### src/rtl/fetch_unit.sv
// rtl/fetch_unit.sv - instruction-fetch stage driving the IF/ID pipeline register
`timescale 1ns/1ps
module fetch_unit #(
  parameter logic [31:0] RESET_PC = 32'h0000_0000,
  parameter int unsigned PC_INC   = 4
) (
  input  logic        i_clk,
  input  logic        i_rst_n,
  output logic        o_imem_req,
  output logic [31:0] o_imem_addr,
  input  logic        i_imem_ready,
  input  logic        i_imem_rvalid,
  input  logic [31:0] i_imem_rdata,
  input  logic        i_stall,
  input  logic        i_redirect,
  input  logic [31:0] i_redirect_pc,
  output logic [31:0] o_pc_out,
  output logic [31:0] o_ir_out,
  output logic        o_valid_out,
  output logic        o_if_id_enable,
  output logic        o_if_id_bubble
);

  typedef enum logic [1:0] {S_REQ, S_WAIT, S_HOLD} state_t;

  state_t      r_state;
  logic [31:0] r_pc;
  logic [31:0] r_pc_out;
  logic [31:0] r_ir_out;
  logic        r_valid_out;
  logic        r_kill;

  // A redirect in S_REQ suppresses the request so the stale PC never reaches memory.
  assign o_imem_req     = (r_state == S_REQ) && !i_redirect && i_rst_n;
  assign o_imem_addr    = r_pc;
  assign o_pc_out       = r_pc_out;
  assign o_ir_out       = r_ir_out;
  assign o_valid_out    = r_valid_out;
  assign o_if_id_enable = !i_stall;
  assign o_if_id_bubble = !r_valid_out || i_redirect;

  always_ff @(posedge i_clk or negedge i_rst_n) begin
    if (!i_rst_n) begin
      r_state     <= S_REQ;
      r_pc        <= RESET_PC;
      r_pc_out    <= 32'h0;
      r_ir_out    <= 32'h0;
      r_valid_out <= 1'b0;
      r_kill      <= 1'b0;
    end else begin
      case (r_state)
        S_REQ: begin
          if (i_redirect) begin
            r_pc <= i_redirect_pc;
          end else if (i_imem_ready) begin
            r_state <= S_WAIT;
          end
        end
        S_WAIT: begin
          if (i_imem_rvalid) begin
            if (r_kill || i_redirect) begin
              r_kill  <= 1'b0;
              r_state <= S_REQ;
              if (i_redirect) r_pc <= i_redirect_pc;
            end else begin
              r_ir_out    <= i_imem_rdata;
              r_pc_out    <= r_pc;
              r_valid_out <= 1'b1;
              r_pc        <= r_pc + PC_INC;
              r_state     <= S_HOLD;
            end
          end else if (i_redirect) begin
            // The in-flight response still has to drain; mark it for discard.
            r_pc   <= i_redirect_pc;
            r_kill <= 1'b1;
          end
        end
        S_HOLD: begin
          if (i_redirect) begin
            r_valid_out <= 1'b0;
            r_pc        <= i_redirect_pc;
            r_state     <= S_REQ;
          end else if (!i_stall) begin
            r_valid_out <= 1'b0;
            r_state     <= S_REQ;
          end
        end
        default: r_state <= S_REQ;
      endcase
    end
  end

endmodule

### config.mk
export PLATFORM = sky130hd
export DESIGN_NAME = fetch_unit
export DESIGN_NICKNAME = d
export VERILOG_FILES = /design/src/rtl/fetch_unit.sv
export SDC_FILE = /design/constraint.sdc
export NUM_CORES = 1
export LEC_CHECK = 0
export BUFFER_PORTS_ARGS = -buffer_cell sky130_fd_sc_hd__buf_2
export CAP_MARGIN = 20
export CORE_MARGIN = 2
export CORE_UTILIZATION = 42
export DETAILED_ROUTE_END_ITERATION = 6
export PLACE_DENSITY = 0.76
export SLEW_MARGIN = 20
export SYNTH_ARGS = -nofsm -noshare
export SYNTH_HDL_FRONTEND = slang
export SYNTH_SLANG_ARGS = --single-unit
### constraint.sdc
create_clock -name i_clk -period 3.1 [get_ports i_clk]
set_input_delay 0.31 -clock i_clk [delete_from_list [all_inputs] [get_ports i_clk]]
set_output_delay 0.31 -clock i_clk [all_outputs]
set_load 0.03 [all_outputs]
== Word level (Yosys, flattened, before mapping) ==
Index checks and enable logic that the tools add are counted.
Cells by class
  add/subtract/negate cells: 1
  equal/unequal tests: 8
  multiplexer cells: 19
  bitwise logic cells: 1
  reductions and logical operators: 16
Operator list (count)
  2-to-1 mux 32 bit: 3
  one-hot mux 32 bit (2 select lines): 1
  adder 32 x 3 -> 32 bit (second input constant): 1
  2-to-1 mux 2 bit: 6
  != test 2 bit (second input constant): 4
  AND reduction 4 bit: 2
  2-to-1 mux 1 bit: 7
  one-hot mux 2 bit (3 select lines): 1
  AND reduction 3 bit: 2
  nonzero test 2 bit: 3
  logical NOT 1 bit: 3
  != test 3 bit (second input constant): 1
  equality test 2 x 1 -> 1 bit (second input constant): 1
  equality test 2 bit (second input constant): 1
  logical AND 1 bit: 2
  logical NOT 2 bit: 1
  logical OR 1 bit: 2
  != test 2 x 1 -> 1 bit (second input constant): 1
  one-hot mux 1 bit (2 select lines): 1
  OR reduction 2 bit: 1
  inverter 1 bit: 1
Storage, ports and cells
  bits in registers: 100
  bits of input ports: 70
  output and inout port bits: 100

== Depth between registers and ports, before layout ==
Gate-level depths: netlist of run 1.
  word-level depth: 4
  depth in mapped cells: 7

== Worst setup path before layout of run 1 ==
Ideal clock, no wire load.
  kind: in2out
  start: input i_redirect
  end: output o_imem_req
  arrival time: 1.750 ns
  path slack: 1.040 ns
  stages: 3
  path buffers: 2
  cell sequence: clkbuf_1 > buf_1 > nor4b_1
On the way
  cells in the longest elaborated chain, start to end: 3
RTL lines
  start: declaration: RTL line 15  | input logic i_redirect,
  logical NOT 1 bit: RTL line 34  | assign o_imem_req = (r_state == S_REQ) && !i_redirect && i_rst_n;
  logical AND 1 bit (2 in series): RTL line 34
  end: declaration: RTL line 9  | output logic o_imem_req,
Every way passes these cells.

== Worst setup path after layout of run 1 ==
  start: input i_rst_n
  end: output o_imem_req
On the way
  cells in the longest elaborated chain, start to end: 1
RTL lines
  start: declaration: RTL line 8  | input logic i_rst_n,
  logical AND 1 bit: RTL line 34
Every way passes these cells.

==> flow_summary.ini, run 1 <==
[synthesis]
seq_area_frac_synth_pct = 53.4
synth_top_area_share_pct = 53.4
synthTopCellsByArea = dfrtp_1 53%, nand2_1 17%, a21oi_1 2.9%, o22ai_1 2.4%, nand3_1 1.9%
synth.avg_cell_area_sq_um = 8.74
synth.largest_area_cell = dfrtp_1
async_flop_share_pct = 100
synth_edf_count = 0
syn-instance-count = 536
ys_ff_latch = 100
yosys_warnings = 0
syn_nets = 607
ys.flop_type = dfrtp_1
synth_area_sq_mm = 0.00468
ys_types = 52

[timing]
setup-tns-final_ns = 0
finalCritPeriodShare_pct = 70.5
rsz0062_at_grt = false
fin_worst_skew_ns = 0.0103
tightest_slew_ns = 0.877
slew_violations = 0
fmax_mhz = 458
worst_slack_ns = 0.915
slew_headroom_pct = 41.4
finalHoldViolations = 0
finalSetupViolCount = 0
final.min_clock_period_ns = 2.18

[routing]
wl_microns = 14000
wire_per_inst_microns = 16.7
routed_via_density = 5.58
num_vias = 4674
ant_nets = 0
first_pass_iters = 5
drc = 0
drtIter0Drc = 530

[power]
leakagePower_nw = 3.10
peakVddDrop_mv = 0.511
p_per_area_mw_per_mm2 = 865

[floorplan]
chipHeight_microns = 110
fp-row-count = 38
die_area_sq_mm = 0.0120
start_util_pct = 43.2
die_w_microns = 110
io_pins = 170
coreArea_sq_mm = 0.0108

[grt]
grt_pass1_vias = 4118
antenna_found_initial = 0
grtUsageTotal_pct = 23.0
grt_overflow = 0
grt_pass1_wl_microns = 21100
grt_max_degree = 56

[cts]
cts.sinks = 100
clkTransAtPathRegs_ns = 0.10
cts_tree = yes
cts_root_buffer = clkbuf_8
h-tree-depth = 3
numCtsBuffers = 9
ctsLongestPathBuffers = 2
cts.repair.resized = 0
clk_latency_ns = 0.37

[cells_and_area]
diodes = 0
nets = 764
drive_gt1_share_pct = 29.2
areaGrowthSynthToFinish_pct = 24.2
fillers = 1013

[worst_setup_path]
slowest_stage = dlygate4sd3_1
cp.arrival_ns = 1.87
path_class = input pin to output pin
cp.required_ns = 2.79
slowest_delay_ns = 0.52
startpoint_type = input pin
cp-end-kind = output pin
cp_max_fo = 47
timing.critical_path.cells = dlygate4sd3_1 > buf_4 > nor4b_1 > buf_2

[placement]
pre_cts_ws_ns = 0.855
port_buffers = 169
gp_congestion = 0.886
hpwl_microns = 9940

[run]
drv_cap = 0

[worst_hold_path]
hold_path.class = input pin to register

[outcome]
outcome = completed
==> metal layers <==
layer | track usage (%) | part of all wire (%)
met2 | 37.1 | 47
met4 | 8.59 | 1.9
met5 | 0 | 0
met3 | 4.56 | 9.1
met1 | 30.7 | 42
==> synthesized netlist by cell type (2+ instances only) <==
master and n:
a32oi_1 2, o21ai_0 14, clkbuf_1 22, mux2_2 3, nor2_1 23, nand4_1 9, clkbuf_2 2, a311oi_1 3
a211oi_1 2, dfrtp_1 100, inv_1 6, nor4_1 5, and3_1 9, nand4_4 2, nor3_1 9, nand2_1 214
buf_1 2, nor4_4 2, a21oi_1 27, a221o_1 2, o22ai_1 18, nand3_1 18, a22oi_1 3, a31oi_1 2
mux2i_1 6, o311ai_0 2, nor2b_1 4
==> worst max-delay path: cells and delay by family <==
family / cells / cell delay (ns)
buf+inv: 3 / 1.25
simple gates: 1 / 0.30
==> cells by family (layout without fill, tap and decap cells) <==
kind of cell | after synthesis | after routing | share of synthesized area [%]
AO/OA/AOI/OAI | 83 | 83 | 11.1
adder cells (fa/ha/maj) | 1 | 1 | 0.267
buffers and inverters | 36 | 198 | 3.74
flip-flops | 100 | 100 | 53.4
multiplexers | 9 | 9 | 2.00
AND/OR/NAND/NOR | 307 | 307 | 29.4
==> final timing paths <==
kind	startpoint	end	slack (ns)	cells after the start
setup reg to reg	o_imem_addr[2]	o_imem_addr[18]	0.92	6
max in group asynchronous	i_rst_n	o_ir_out[5]	1.52	3
setup / recovery	i_rst_n	o_imem_req	0.92	4
hold reg to reg	o_ir_out[29]	o_ir_out[29]	0.48	2
min in group asynchronous	i_rst_n	r_state[0]	0.47	2
hold / removal	i_imem_rdata[20]	o_ir_out[20]	0.12	3
==> registers in the layout, indices dropped and copies added (netlist names) <==
signal and count:
o_imem_addr 32, o_ir_out 32, o_pc_out 32, r_state 2, o_valid_out 1, r_kill 1
==> placed cells by master, fill, tap and decap left out, types with 4 or more instances in the layout <==
cell,n
nand4_1,9
nor4_1,5
nand2_1,213
dfrtp_1,100
a21oi_1,27
nand3_1,18
nor2b_1,4
buf_4,7
buf_2,168
nor2_1,23
o21ai_0,14
o22ai_1,18
nor3_1,9
clkbuf_8,10
mux2i_1,6
and3_1,9
inv_1,6
==> final cells by class <==
class                           count  area, sq um  area share (%)
Clock buffer                       11          141            2.43
Multi-Input combinational cell    400         2010            34.5
Inverter                            6         22.5           0.387
Clock inverter                      5         61.3            1.05
Timing Repair Buffer              176          903            15.5
Sequential cell                   100         2500            43.0
Tap cell                          140          175            3.01
==> through the flow <==
step,hold WS (ns),cell area (sq um),total power [mW],std cells,util (%)
floorplan,0.0144,4680,3.48,536,-
global placement,0.345,5600,4.14,821,51.7
detailed placement,0.353,5600,4.21,821,51.7
CTS,0.0975,5810,5.07,838,53.6
global route,0.107,5810,5.32,838,53.6
finish,0.120,5810,5.03,838,53.6
==> power by group <==
group / switching, mW / internal [mW]
combinational: 1.50 / 0.580
sequential: 0.337 / 1.76
clock: 0.456 / 0.399
total: 2.29 / 2.74
==> repair_timing <==
action / in CTS / in global routing
setup buffers: 0 / 0
endpoints found under the hold margin: 45 / 0
setup endpoints to repair: 0 / 0
hold buffers: 1 / 0
No activity file was read; power rests on OpenSTA's default activity.
==> inputs of run 2 (changes only) <==
clock period = 2.15 ns   (was 3.1 ns; I/O delays follow)
==> run 2 against run 1 <==
Clock skew up 0.0036 ns. Total power is 47% higher. Hold slack worse by 0.080 ns. Sequential share of layout area decreased by 1.7 points. Register-to-register slack worse by 0.75 ns. Count of clock-buffer cells in the layout unchanged. First-iteration DRC count is 15% lower. Cell count up 2.9%. Clock power up 54%. Setup slack got worse by 0.75 ns. Wire length rose by 1.6%. Sequential cell count unchanged. Highest routed layer unchanged.
==> flow_summary.ini, run 2 (synthesis gave the netlist of run 1 again) <==
[timing]
finalCritPeriodShare_pct = 92.4
fmax_mhz = 503
slew_headroom_pct = 61.8
finalHoldViolations = 0
slew_violations = 0
tightest_slew_ns = 0.572
final.min_clock_period_ns = 1.99
fin_worst_skew_ns = 0.0139
finalSetupViolCount = 0
setup-tns-final_ns = 0
rsz0062_at_grt = false

[grt]
antenna_found_initial = 0
grtUsageTotal_pct = 24.3
grt_pass1_vias = 4431
grt_pass1_wl_microns = 22400
grt_max_degree = 101
grt_overflow = 0

[cts]
cts.repair.resized = 0
clk_latency_ns = 0.37
numCtsBuffers = 9
clkTransAtPathRegs_ns = 0.10
post-cts-setup-buffers = 0
ctsLongestPathBuffers = 2
ctsHoldBuffers = 1
cts.sinks = 100
h-tree-depth = 3
cts_root_buffer = clkbuf_8
cts_tree = yes

[routing]
ant_nets = 0
first_pass_iters = 5
routed_via_density = 5.41
wl_microns = 14200
wire_per_inst_microns = 16.5
drc = 0
num_vias = 4664
drtIter0Drc = 453

[power]
p_per_area_mw_per_mm2 = 1220
peakVddDrop_mv = 0.686
leakagePower_nw = 3.24
total_power_mw = 7.41

[worst_setup_path]
slowest_delay_ns = 0.55
r2r-end = o_imem_addr[20]
path_class = register to register
ff2ff_setup_slack_ns = 0.16
cp.required_ns = 2.45
cp-end-kind = register
cp.arrival_ns = 2.29
cp_max_fo = 7
timing.critical_path.cells = ha_1 > nand4_2 > nor4_2 > a31oi_1 > a41o_1 > a21oi_1
rr_worst_depth = 6
reg2reg_from = o_imem_addr[2]
slowest_stage = nor4_2
startpoint_type = register

[cells_and_area]
areaGrowthSynthToFinish_pct = 29.2
final_area_sq_mm = 0.00605
diodes = 0
fin_cells = 862
drive_gt1_share_pct = 31.6
fillers = 1006
final_cell_mix = 213 x nand2_1, 168 x buf_2, 100 x dfrtp_1
final_common_cell = nand2_1
nets = 789

[floorplan]
start_util_pct = 43.2
coreArea_sq_mm = 0.0108
die_area_sq_mm = 0.0120
io_pins = 170
fp-row-count = 38
chipHeight_microns = 110
die_w_microns = 110

[worst_hold_path]
whs_path_depth = 3
hold_path_end = o_ir_out[16]
hold_start = i_imem_rdata[16]
hold_path.class = input pin to register

[run]
drv_cap = 0

[placement]
dpl_cell_area_sq_mm = 0.00583
dpl.cell_count = 846
hpwl_microns = 10400
port_buffers = 169
gp_congestion = 0.911

[outcome]
outcome = completed
-- run 2: how the worst max path moves through the flow --
| stage | startpoint | to | slack (ns) |
|---|---|---|---|
| 3_5_place_dp | o_imem_addr[3] | o_imem_addr[20] | 0.21 |
| 5_1_grt | o_imem_addr[3] | o_imem_addr[20] | 0.03 |
| 6_report | o_imem_addr[2] | o_imem_addr[20] | 0.16 |
| 3_3_place_gp | o_imem_addr[2] | o_imem_addr[20] | 0.29 |
| 2_1_floorplan | o_imem_addr[3] | o_imem_addr[26] | 0.14 |
| 4_1_cts | o_imem_addr[3] | o_imem_addr[20] | 0.17 |
-- run 2: critical path: cells and delay by family, from the launching register on --
family / cells / cell delay (ns)
adders and majority gates: 1 / 0.25
and+or+nand+nor: 2 / 0.82
AOI/OAI and AO/OA: 3 / 0.49
DFF: 1 / 0.36
-- run 2: routing by layer --
layer	global-route usage (%)	up-vias	part of all wire, %
li1	-	2195	-
met1	32.7	2225	43
met2	38.7	215	47
met3	3.85	29	7.8
met4	10.9	0	2.6
met5	0	-	0
-- run 2: report_power, final --
| part | internal, mW | leakage, nW | switching, mW | total, mW |
|---|---|---|---|---|
| Sequential | 2.53 | 1.22 | 0.435 | 2.97 |
| Clock | 0.682 | 0.109 | 0.638 | 1.32 |
| Combinational | 0.888 | 1.91 | 2.23 | 3.12 |
-- run 2: metrics by stage --
step | setup slack (ns) | utilization [%] | hold WS, ns
6_report | 0.163 | 55.8 | 0.0400
3_3_place_gp | 0.286 | 53.7 | 0.327
4_1_cts | 0.174 | 55.8 | 0.0180
2_1_floorplan | 0.139 | - | -0.0806
5_1_grt | 0.0327 | 55.8 | 0.0261
3_5_place_dp | 0.213 | 53.7 | 0.331
-- run 2: cell type report --
type                       instances  area, sq um  area share, %
clock buffer                      11          141           2.34
clock inverter                     4         73.8           1.22
inverter                           6         22.5          0.372
multi-input combinational        400         2010           33.2
sequential                       100         2500           41.4
tap                              140          175           2.89
timing repair buffer             201         1130           18.7
